$ cat src/rtl/pico_sample_scheduler.sv
// Qualifies the 9-bit Pico sensor word and commits it to the display
// registers only once it has held steady, and only at the start of
// vertical blanking. Also flags a stale link when no steady reading
// has been seen for a long time.
module pico_sample_scheduler #(
  parameter int STABLE_CYCLES = 1000,
  parameter int STALE_CYCLES  = 50_000_000
) (
  input  logic       MAX10_CLK1_50,
  input  logic       reset_n,
  input  logic [8:0] sample,
  input  logic       vblank,
  output logic [5:0] hum_out,
  output logic [2:0] moist_out,
  output logic       valid,
  output logic       update,
  output logic       stale,
  output logic [7:0] commit_count
);

  localparam int STAB_W  = $clog2(STABLE_CYCLES);
  localparam int STALE_W = $clog2(STALE_CYCLES + 1);
  localparam logic [STAB_W-1:0]  STAB_MAX  = STAB_W'(STABLE_CYCLES - 1);
  localparam logic [STALE_W-1:0] STALE_MAX = STALE_W'(STALE_CYCLES);

  typedef enum logic {
    TRACK   = 1'b0,
    PENDING = 1'b1
  } state_t;

  state_t              state_q, state_d;
  logic [8:0]          prev_q;
  logic [STAB_W-1:0]   stab_q, stab_d;
  logic [2:0]          vb_q;
  logic [8:0]          cand_q, cand_d;
  logic [5:0]          hum_q, hum_d;
  logic [2:0]          moist_q, moist_d;
  logic                valid_q, valid_d;
  logic                update_q, update_d;
  logic [7:0]          cc_q, cc_d;
  logic [STALE_W-1:0]  stale_cnt_q, stale_cnt_d;
  logic                stale_q, stale_d;

  logic change;
  logic qualify;
  logic vb_rise;

  // Stability tracking: restart on any bus change, otherwise count up to the limit.
  always_comb begin
    change  = (sample != prev_q);
    qualify = !change && (stab_q == STAB_MAX);
    if (change) begin
      stab_d = '0;
    end else if (stab_q == STAB_MAX) begin
      stab_d = stab_q;
    end else begin
      stab_d = stab_q + 1'b1;
    end
  end

  // vblank arrives from the 25 MHz domain: two sync flops plus one for edge detect.
  assign vb_rise = vb_q[1] & ~vb_q[2];

  // Commit scheduler: capture a qualified new value, then load it on the next vblank start.
  always_comb begin
    state_d  = state_q;
    cand_d   = cand_q;
    hum_d    = hum_q;
    moist_d  = moist_q;
    valid_d  = valid_q;
    update_d = 1'b0;
    cc_d     = cc_q;
    case (state_q)
      TRACK: begin
        if (qualify && (!valid_q || (sample != {moist_q, hum_q}))) begin
          cand_d  = sample;
          state_d = PENDING;
        end
      end
      PENDING: begin
        // A change on the bus beats a simultaneous vblank start: the value was not steady.
        if (change) begin
          cand_d  = '0;
          state_d = TRACK;
        end else if (vb_rise) begin
          moist_d  = cand_q[8:6];
          hum_d    = cand_q[5:0];
          valid_d  = 1'b1;
          update_d = 1'b1;
          cc_d     = cc_q + 8'd1;
          state_d  = TRACK;
        end
      end
      default: state_d = TRACK;
    endcase
  end

  // Stale timer: cleared by any qualification, saturates at the limit.
  always_comb begin
    if (qualify) begin
      stale_cnt_d = '0;
    end else if (stale_cnt_q == STALE_MAX) begin
      stale_cnt_d = stale_cnt_q;
    end else begin
      stale_cnt_d = stale_cnt_q + 1'b1;
    end
    stale_d = (stale_cnt_d == STALE_MAX);
  end

  // Input history, stability counter and vblank synchroniser.
  always_ff @(posedge MAX10_CLK1_50 or negedge reset_n) begin
    if (!reset_n) begin
      prev_q <= '0;
      stab_q <= '0;
      vb_q   <= '0;
    end else begin
      prev_q <= sample;
      stab_q <= stab_d;
      vb_q   <= {vb_q[1:0], vblank};
    end
  end

  // Scheduler state, candidate and committed display value.
  always_ff @(posedge MAX10_CLK1_50 or negedge reset_n) begin
    if (!reset_n) begin
      state_q  <= TRACK;
      cand_q   <= '0;
      hum_q    <= '0;
      moist_q  <= '0;
      valid_q  <= 1'b0;
      update_q <= 1'b0;
      cc_q     <= '0;
    end else begin
      state_q  <= state_d;
      cand_q   <= cand_d;
      hum_q    <= hum_d;
      moist_q  <= moist_d;
      valid_q  <= valid_d;
      update_q <= update_d;
      cc_q     <= cc_d;
    end
  end

  // Stale timer and its registered flag.
  always_ff @(posedge MAX10_CLK1_50 or negedge reset_n) begin
    if (!reset_n) begin
      stale_cnt_q <= '0;
      stale_q     <= 1'b0;
    end else begin
      stale_cnt_q <= stale_cnt_d;
      stale_q     <= stale_d;
    end
  end

  assign hum_out      = hum_q;
  assign moist_out    = moist_q;
  assign valid        = valid_q;
  assign update       = update_q;
  assign stale        = stale_q;
  assign commit_count = cc_q;

endmodule

$ cat config.mk
export PLATFORM = sky130hd
export DESIGN_NAME = pico_sample_scheduler
export DESIGN_NICKNAME = d
export VERILOG_FILES = /design/src/rtl/pico_sample_scheduler.sv
export SDC_FILE = /design/constraint.sdc
export NUM_CORES = 1
export LEC_CHECK = 0
export BUFFER_PORTS_ARGS = -buffer_cell sky130_fd_sc_hd__buf_2
export CORE_ASPECT_RATIO = 1.5
export CORE_UTILIZATION = 54
export DETAILED_ROUTE_END_ITERATION = 7
export PLACE_DENSITY = 0.82
export SLEW_MARGIN = 20
export SYNTH_ARGS = -nofsm -noshare
export SYNTH_HDL_FRONTEND = slang
export SYNTH_SLANG_ARGS = --single-unit
$ cat constraint.sdc
create_clock -name MAX10_CLK1_50 -period 2.3 [get_ports MAX10_CLK1_50]
set_input_delay 0.345 -clock MAX10_CLK1_50 [delete_from_list [all_inputs] [get_ports MAX10_CLK1_50]]
set_output_delay 0.345 -clock MAX10_CLK1_50 [all_outputs]
set_load 0.005 [all_outputs]
# Word level (Yosys, flattened, before mapping)
# Index checks and enable logic that the tools add are counted.
# word_totals
reg_bits	78
latchBits	0
mem_bits_rw	0
rom_bits	0
input_bits	12
output_inout_bits	20
elab_cells	48
n_memories	0
# classes
add_sub_neg	3
mul	0
div_mod_pow	0
magnitude_cmp	0
eq_ne	8
shift	0
muxes	14
bitwise_logic	4
n_reduce_logical	7
# op_table
op	count
== test 26 bit, second input constant	2
two-way mux 26 bit	2
adder 26 x 1 -> 26 bit, second input constant	1
two-way mux 10 bit	2
two-way mux 9 bit	2
inequality test 9 bit	2
one-hot mux 9 bit (2 select lines)	1
adder 10 x 1 -> 10 bit, second input constant	1
== test 10 bit, second input constant	1
adder 8 x 1 -> 8 bit, second input constant	1
two-way mux 1 bit	6
inequality test 2 bit, second input constant	2
NOT 1 bit	3
AND reduction 3 bit	1
logical AND 1 bit	2
logical NOT 1 bit	2
inequality test 2 x 1 -> 1 bit, second input constant	1
one-hot mux 1 bit (2 select lines)	1
AND reduction 2 bit	1
AND 1 bit	1
logical OR 1 bit	1

# Depth between registers and ports, before layout
# Gate-level depths: netlist of run 1.
# logic_depth
word_depth	6
mapped_depth	9
ltp_nobuf	9

# Worst setup path before layout of run 1
# No wires, ideal clock.
# synth_path
path_kind	register to register
startpoint	reg stale_cnt_q[6]
endpoint	reg stale_q (netlist: stale)
setup_ns	0.095
arrival_time_ns	2.440
required_time_ns	2.205
setup_slack_ns	-0.235
path_stages_with_launch	9
n_path_buf	1
synth_period_minus_slack_ns	2.535
path_cell_list	dfrtp_1 > buf_2 > nand4_2 > nor4_4 > nand4_2 > or3_1 > and2_1 > or4b_1 > nor4b_2
# synth_via
elab_chain_cells	4
word_cells_on_any_way	5
cone_classes	add/sub (1); eq/ne (2); mux (2)
# synth_lines
element	line	rtl
from (decl)	41	logic [STALE_W-1:0] stale_cnt_q, stale_cnt_d;
from (signal assigned)	150	stale_cnt_q <= stale_cnt_d;
adder 26 x 1 -> 26 bit or == test 26 bit (tied branches)	105, 102	
two-way mux 26 bit *	102	end else if (stale_cnt_q == STALE_MAX) begin
two-way mux 26 bit *	100	if (qualify) begin
== test 26 bit *	107	stale_d = (stale_cnt_d == STALE_MAX);
via stale_d	42	logic stale_q, stale_d;
to (signal assigned)	151	stale_q <= stale_d;
to (decl)	42	
# Mark *: on every way through the listed nets, which the timed path passes. The rest lies on a longest branch.
# A chain may end at the register's enable or synchronous reset.

# Worst setup path in the final report of run 1
# layout_path
startpoint	reg stale_cnt_q[8]
endpoint	reg stale_q (netlist: stale)
# The elaborated chain is that of the path after synthesis.

==> results of run 1 <==
## power breakdown
part           switching [W]  total, W  internal [W]  leakage [nW]
sequential         0.0000556   0.00150       0.00144          1.04
combinational       0.000227  0.000421      0.000195          1.10
clock               0.000538  0.000941      0.000403        0.0866
## final timing paths
check                                    start               to  slack, ns
max in group asynchronous              reset_n  commit_count[6]       1.58
worst min-delay path                   reset_n   stale_cnt_q[3]     -0.002
worst max register to register  stale_cnt_q[8]            stale      -0.09
worst max-delay path            stale_cnt_q[8]            stale      -0.09
min in group MAX10_CLK1_50              vblank          vb_q[0]       0.10
worst min register to register         vb_q[0]          vb_q[1]       0.36
## Yosys cell counts (all sizes together) (7+ instances only)
cell	number	area share, %
nand2	35	3.5
nand4	14	2.7
dfrtp	78	52
nand3	28	3.7
nor3	8	1.1
and3	8	1.3
nor4	7	2.0
xnor2	33	7.7
mux2	10	3.0
xor2	22	5.1
clkbuf	12	1.2
nor2	40	4.0
## area by class of cell
type	count	area, sq um	share of cell area, %
clock buffer	9	124	2.66
clock inverter	7	55.1	1.18
inverter	6	22.5	0.484
multi-input combinational	263	1810	38.9
sequential	78	1960	42.0
tap	76	95.1	2.04
timing repair buffer	87	591	12.7
## critical path: cells and delay by family, from the launching register on
kind	cells	cell delay (ns)
flip-flops	1	0.40
AND/OR/NAND/NOR	7	1.90
## stage by stage
stage,setup slack [ns],hold WS (ns)
3_5_place_dp,-0.0603,0.350
3_3_place_gp,-0.0125,0.332
4_1_cts,0.00171,0.00485
5_1_grt,-0.149,0.0271
2_1_floorplan,-0.0617,0.0494
6_report,-0.0911,-0.00204
## placed cells by master, fill, tap and decap left out, drive strengths merged, types with 3 or more instances in the layout
master	Yosys	routed
dfrtp	78	78
clkbuf	12	9
nor2	40	40
nor3	8	8
nand2	35	35
nand4	14	14
xnor2	33	33
inv	6	9
nor4b	4	4
or2	3	3
nor4	7	7
and2	5	5
mux2	10	10
nand3	28	28
ha	4	4
xor2	22	22
mux2i	3	3
and4	5	5
o21ai	6	6
a21oi	6	6
nor3b	4	4
buf	2	87
or3	4	4
and3	8	8
## kinds of logic (layout without fill, tap and decap cells)
kind of cell,count (synthesis),in the layout,share of synthesized area [%]
muxes,13,13,3.79
adders and majority gates,5,5,1.59
DFF,78,78,51.8
buffers and inverters,20,109,2.06
and+or+nand+nor,173,173,25.3
AOI/OAI and AO/OA,17,17,2.62
xor gates and xnor gates,55,55,12.8
## layer usage
metal | GRT usage, % | share of wire [%] | vias up
met1 | 26.8 | 38 | 1487
met4 | 13.6 | 3.9 | 0
li1 | - | - | 1410
met5 | 0 | 0 | -
met2 | 44.9 | 55 | 73
met3 | 4.65 | 3.0 | 31
## repair_timing
action	in CTS	in global routing
pin swaps	3	5
endpoints found under the setup margin	2	4
setup buffers	2	2
gates resized for setup	11	3
## flip-flops by register name (all words and copies together) (netlist names)
signal and flops:
hum_out 6, vb_q 3, cand_q 9, prev_q 9, stale_cnt_q 26, stab_q 10
stale 1, moist_out 3, commit_count 8, state_q 1, valid 1, update 1
==> impl_metrics.ini, run 1 <==
[run_status]
status = finished with violations
violations = negative hold slack, negative setup slack

[floorplan]
fp.dieW_um = 70.2
io_pins = 32
rows = 36
die_h_um = 104
initial_core_util_pct = 56.9
coreArea_sq_mm = 0.00662
dieArea_sq_mm = 0.00732

[sta]
slew_viol_final = 0
fin_hold_ws_ns = -0.00204
period_minus_slack_ns = 2.39
fmax_mhz = 418
rsz0062_at_grt = yes
finalSetupViolCount = 1
hold_viol_final = 1
finalCritPeriodShare_pct = 104
tightest_slew_ns = 0.592
slew_headroom_pct = 60.6
tns_ns = -0.0911
skew_ns = 0.0107
layout_setup_ws_ns = -0.0911

[min_path]
hold_class = in2async

[clock_network]
worstSkewPairLatency_ns = 0.35
cts_buffers = 9
cts_tree = done
cts_sinks = 78
htreeDepth = 3
root_buffer = clkbuf_8
clockBufferDepth = 2
clkTransAtPathRegs_ns = 0.08
holdBufCountCts = 0

[synthesis]
synth.avg_cell_area_sq_um = 10.4
syn_inst = 361
yosys.cell_types.count = 41
syn_area_sq_mm = 0.00377
ys_seq_area_share_pct = 51.8
synth_edf_count = 0
ys_ff_latch = 78
async_reset_ff_share_pct = 100
syn_nets = 377
synthFlopType = dfrtp_1
yosysWarningCount = 0

[drt]
vias_per_cell = 5.71
vias = 3001
first_pass_iters = 4
ant_nets = 0
drt-total-wl_um = 8650
post_drt_wl_per_cell_um = 16.4
drt_iter0_drc = 185
post-route-drc-count = 0

[critical_path]
crit_chain = nand4_4 > nor4_4 > nand4_2 > or3_1 > and2_4 > or4b_4 > nor4b_2
worstPathArrival_ns = 2.64
cp_slowest_cell = or4b_4
crit_fanout = 3
crit_required_ns = 2.55
reg2reg_depth = 7
path_class = reg2reg
critPathMaxStageDelay_ns = 0.49
startpoint_type = flop
worst_setup_path_end_kind = flop

[finish]
nNetsFinal = 461
drive_gt1_share_pct = 30.9
final_cells = 526
n_antenna_cell = 0
fillCellCount = 468
fin_area_sq_mm = 0.00465
area_delta_synth_final_pct = 23.6
utilization_pct = 70.3

[power]
p_leak_nw = 2.22
p_total_w = 0.00286
power_density_mw_per_mm2 = 614
peakVddDrop_mv = 0.469

[grt]
antenna_found_initial = 0
grt_pass1_vias = 3226
grt_util_all_layers_pct = 24.9
grt_max_degree = 48
grt.overflow.total = 0
grt_pass1_wl_um = 14300

[place]
dpl-instance-area_sq_mm = 0.00438
portBuffers = 31
gp_congestion = 0.900
dpl.hpwl_um = 6190
dp.cells = 506

[job]
drv_cap = 0
Power figures use the tool's default switching activity.
==> run 2, diff against run 1 <==
- BUFFER_PORTS_ARGS: -buffer_cell sky130_fd_sc_hd__buf_2 -> not set
- CORE_MARGIN: not set -> 2
- CORE_UTILIZATION: 54 -> 57
- DONT_BUFFER_PORTS: not set -> 1
- PLACE_DENSITY: 0.82 -> 0.81
==> run 2 against run 1 <==
Against the previous run: the flow finishes with violations (negative setup slack); wire length fell by 0.69%; first-iteration DRC count grew 26%; sequential share of layout area is 0.55 points lower; sequential power hardly changed; largest cell class unchanged; design area is 1.5% higher; global-route usage decreased by 0.86 points; clock-buffer cell count did not move; clock skew is 0.0018 ns higher; flip-flop and latch count is the same; final cell count fell by 2.9%; highest routed layer unchanged; non-clock buffer count shrank 15.
==> impl_metrics.ini, run 2 (synthesis gave the netlist of run 1 again) <==
[run_status]
status = finished with violations
violations = negative setup slack

[finish]
n_antenna_cell = 0
nNetsFinal = 446
drive_gt1_share_pct = 28.3
top_register = stale_cnt_q
largest_reg_flops = 26
fillCellCount = 419
layout_common_cells = dfrtp_1 (73), buf_4 (59), nor2_1 (39)
largest_registers = stale_cnt_q x26, stab_q x10
final_common_cell = dfrtp_1
area_delta_synth_final_pct = 25.3
fin_area_sq_mm = 0.00472
final_cells = 511

[sta]
rsz0062_at_grt = yes
fin_hold_ws_ns = 0.0176
hold_viol_final = 0
skew_ns = 0.0125
period_minus_slack_ns = 2.44
layout_setup_ws_ns = -0.141
slew_viol_final = 0
finalCritPeriodShare_pct = 106
tns_ns = -0.141
slew_headroom_pct = 73.8
tightest_slew_ns = 0.389
fmax_mhz = 410
finalSetupViolCount = 1

[power]
p_leak_nw = 2.19
pwr-share-comb_pct = 14.6
power.switching_w = 0.000858
seq_power_share_pct = 51.7
p_int_w = 0.00207
peakVddDrop_mv = 0.461
pwr-share-clk_pct = 33.6
power_density_mw_per_mm2 = 619
sw_frac_of_total_pct = 29.3

[clock_network]
cts_tree = done
worstSkewPairLatency_ns = 0.36
root_buffer = clkbuf_8
htreeDepth = 3
clockBufferDepth = 2
cts_buffers = 9
clkTransAtPathRegs_ns = 0.09
cts_sinks = 78

[drt]
post_drt_wl_per_cell_um = 16.8
ant_nets = 0
first_pass_iters = 4
vias_per_cell = 5.81
drt_iter0_drc = 233
drt-total-wl_um = 8590
post-route-drc-count = 0
vias = 2968

[grt]
grt_pass1_wl_um = 13900
grt.overflow.total = 0
grt_util_all_layers_pct = 24.0
grt_max_degree = 79
grt_pass1_vias = 3046
antenna_found_initial = 0

[floorplan]
rows = 36
dieArea_sq_mm = 0.00729
die_h_um = 104
initial_core_util_pct = 58.5
io_pins = 32
fp.dieW_um = 70.4
coreArea_sq_mm = 0.00644

[place]
dpl-instance-area_sq_mm = 0.00419
portBuffers = 0
pre_cts_ws_ns = -0.260
gp_congestion = 0.966
dp.cells = 471
dpl.hpwl_um = 5640

[critical_path]
cp-startpoint = stale_cnt_q[8]
crit_path_end = stale
cp_num_cells = 8
cp_top_family = simple AND/OR/NAND/NOR gates
worstPathArrival_ns = 2.71
timing.rr.end = stale
cp.buffers_inverters = 1
crit_fanout = 2
r2r_slack_ns = -0.14
cp_slowest_cell = or4_4
crit_required_ns = 2.57
critPathMaxStageDelay_ns = 0.54
startpoint_type = flop
worst_setup_path_end_kind = flop
rr_startpoint = stale_cnt_q[8]
reg2reg_depth = 8
path_class = reg2reg
crit_chain = nand4_4 > buf_6 > or4_4 > nor4_4 > xnor2_2 > nor3_1 > nand4_1 > nor4b_4

[job]
drv_cap = 0

[min_path]
hold_class = in2reg
==> run 2: cell types whose count changed in the layout (fill, tap and decap cells not counted), sizes merged <==
cell         previous run  this run
dlygate4sd3             0         9
inv                     9        11
buf                    87        63
clkinv                  2         0
==> run 2: final cells by class <==
type                    count  area [sq um]  area share, %
multi-input cells         263          1860           39.3
clock inverters             7          61.3           1.30
well taps                  76          95.1           2.01
flip-flops and latches     78          1960           41.5
clock buffers               9           124           2.62
repair buffers             72           603           12.8
inverters                   6          22.5          0.477
==> run 2: worst min-delay path by stage <==
stage / end / cells after the start / startpoint
6_report: prev_q[1] / 0 / sample[1]
5_1_grt: prev_q[5] / 0 / sample[5]
4_1_cts: prev_q[1] / 0 / sample[1]
3_5_place_dp: stale_cnt_q[3] / 0 / reset_n
3_3_place_gp: stale_cnt_q[4] / 0 / reset_n
2_1_floorplan: cand_q[0] / 0 / reset_n
==> run 2: through the flow <==
| stage | power, W | utilization [%] |
|---|---|---|
| finish | 0.00292 | 73.3 |
| global route | 0.00304 | 73.3 |
| CTS | 0.00288 | 71.2 |
| detailed placement | 0.00184 | 65.0 |
| global placement | 0.00183 | 65.0 |
| floorplan | 0.00174 | - |
==> run 2: per-layer routing <==
metal / global-route usage, % / part of all wire, % / vias to the layer above
li1: - / - / 1379
met3: 5.25 / 4.5 / 38
met1: 27.6 / 38 / 1442
met4: 11.5 / 3.6 / 0
met2: 41.6 / 54 / 109
met5: 0 / 0 / -
==> run 2: power groups by stage <==
stage          clock network [W]  registers (W)  logic, W
2_1_floorplan                  0        0.00152  0.000219
3_3_place_gp                   0        0.00153  0.000299
3_5_place_dp                   0        0.00153  0.000307
4_1_cts                  0.00100        0.00150  0.000375
5_1_grt                  0.00105        0.00152  0.000464
6_report                0.000983        0.00151  0.000428
==> run 2: worst register-to-register path, cell delays in order, from the launching register on <==
cell     delay [ns]
dfrtp_2        0.40
nand4_4        0.13
buf_6          0.14
or4_4          0.54
nor4_4         0.38
xnor2_2        0.15
nor3_1         0.15
nand4_1        0.17
nor4b_4        0.30
==> run 2: what timing repair did <==
action                                  4_1_cts  5_1_grt
endpoints found under the setup margin       10       19
gates resized for setup                      14       16
buffers inserted                              5        9
endpoints found under the hold margin        86        0
hold buffers                                 10        0
pin swaps                                     8       15
==> run 3, diff against run 2 <==
--- a/config.mk
+++ b/config.mk
@@ -12,2 +12,4 @@
 export DONT_BUFFER_PORTS = 1
+export GPL_ROUTABILITY_DRIVEN = 0
+export GPL_TIMING_DRIVEN = 0
 export PLACE_DENSITY = 0.81
==> constraint.sdc (replaced) <==
create_clock -name MAX10_CLK1_50 -period 2.3 [get_ports MAX10_CLK1_50]
set_input_delay 0.46 -clock MAX10_CLK1_50 [delete_from_list [all_inputs] [get_ports MAX10_CLK1_50]]
set_output_delay 0.46 -clock MAX10_CLK1_50 [all_outputs]
set_load 0.005 [all_outputs]
==> run 3 against run 2 <==
Against the previous run: the flow finishes with violations (negative hold slack, negative setup slack); clock-buffer cell count increased by 3; sequential share of layout area is 1.4 points higher; die area is the same; final cell count down 6.3%; core utilization is 2.3 points lower; register-to-register slack about the same; first-iteration DRC count increased by 23%.
==> impl_metrics.ini, run 3 (synthesis gave the netlist of run 1 again) <==
[run_status]
status = finished with violations
violations = negative hold slack, negative setup slack

[drt]
drt_iter0_drc = 287
wirelength_met1_um = 3220
top_layer = met4
routed-wl-met3_um = 425
post-route-drc-count = 0
post_drt_wl_per_cell_um = 18.8
vias = 2901
dr_wl_met2_um = 4910
ant_nets = 0
first_pass_iters = 4
vias_per_cell = 6.06
drt-total-wl_um = 8990

[finish]
fin_area_sq_mm = 0.00457
area_delta_synth_final_pct = 21.4
largest_registers = stale_cnt_q x26, stab_q x10
layout_common_cells = dfrtp_1 (71), nor2_1 (39), xnor2_1 (33)
drive_gt1_share_pct = 27.5
largest_reg_flops = 26
final_common_cell = dfrtp_1
final_cells = 479
n_antenna_cell = 0
nNetsFinal = 414
top_register = stale_cnt_q
fillCellCount = 418

[place]
portBuffers = 0
dp.cells = 437
dpl.hpwl_um = 5380
dpl-instance-area_sq_mm = 0.00392
pre_cts_ws_ns = -0.483

[clock_network]
root_buffer = clkbuf_8
cts_sinks = 78
worstSkewPairLatency_ns = 0.36
cts_tree = done
clockBufferDepth = 2
htreeDepth = 3
cts_buffers = 9
clkTransAtPathRegs_ns = 0.08

[grt]
antenna_found_initial = 0
grt_max_degree = 79
grt.overflow.total = 0
grt_pass1_vias = 2976
grt_pass1_wl_um = 14000
grt_util_all_layers_pct = 24.9

[critical_path]
reg2reg_depth = 9
crit_required_ns = 2.55
r2r_slack_ns = -0.14
path_class = reg2reg
worstPathArrival_ns = 2.69
crit_fanout = 5
startpoint_type = flop
worst_setup_path_end_kind = flop

[sta]
period_minus_slack_ns = 2.44
finalCritPeriodShare_pct = 106
rsz0062_at_grt = yes
hold_viol_final = 5
tightest_slew_ns = 0.499
tns_ns = -0.138
finalSetupViolCount = 1
fmax_mhz = 410
slew_viol_final = 0
fin_hold_ws_ns = -0.00160
slew_headroom_pct = 66.3
layout_setup_ws_ns = -0.138
skew_ns = 0.0105

[power]
peakVddDrop_mv = 0.632
p_leak_nw = 2.06
power_density_mw_per_mm2 = 664

[floorplan]
fp.dieW_um = 70.4
io_pins = 32
dieArea_sq_mm = 0.00729
initial_core_util_pct = 58.5
die_h_um = 104
rows = 36
coreArea_sq_mm = 0.00644

[min_path]
hold_class = in2async

[job]
drv_cap = 0
==> run 3: area by class of cell <==
type / instances / area (sq um) / area share (%)
plain buffers: 10 / 95.1 / 2.08
well taps: 76 / 95.1 / 2.08
clock inverters: 4 / 70.1 / 1.53
multi-input cells: 263 / 1930 / 42.2
flip-flops and latches: 78 / 1960 / 42.9
clock buffers: 12 / 145 / 3.17
inverters: 6 / 22.5 / 0.493
repair buffers: 30 / 253 / 5.53
==> run 3: worst paths after layout <==
kind / startpoint / to
worst max register to register: stale_cnt_q[0] / stale
worst min register to register: vb_q[0] / vb_q[1]
worst min-delay path: reset_n / stale_cnt_q[16]
max in group asynchronous: reset_n / stale_cnt_q[1]
worst max-delay path: stale_cnt_q[0] / stale
min in group MAX10_CLK1_50: vblank / vb_q[0]
==> run 3: worst max-delay path: stages, from the launching register on <==
cell	delay [ns]
dfrtp_2	0.46
inv_2	0.08
ha_1	0.16
nor4bb_4	0.22
nand4_1	0.20
nor3_4	0.30
mux2i_1	0.13
a211oi_2	0.32
nand4_1	0.19
nor4b_4	0.29
==> run 3: what timing repair did <==
item                                   in CTS  in global routing
setup endpoints to repair                  41                 44
gates resized for setup                    21                 38
gates cloned                                1                  0
pin swaps                                  10                 10
endpoints found under the hold margin      78                  0
buffers inserted                           17                 11
hold buffers                                1                  0
==> run 3: where the power goes <==
group | switching [W] | internal (W) | total, W
registers | 0.0000711 | 0.00144 | 0.00151
logic | 0.000205 | 0.000186 | 0.000391
clock network | 0.000490 | 0.000638 | 0.00113
total | 0.000767 | 0.00227 | 0.00303
==> run 3: routing by layer <==
layer	vias to the layer above	track usage, %
met5	-	0
met4	0	13.0
met3	34	5.35
met2	112	44.7
met1	1438	26.6
li1	1317	-
==> run 3: stage by stage <==
step	util, %	hold slack, ns	power, W
CTS	68.0	0.000381	0.00297
finish	71.0	-0.00160	0.00303
global route	71.0	0.00264	0.00315
detailed placement	60.9	0.167	0.00179
floorplan	-	0.164	0.00174
global placement	60.9	0.167	0.00178
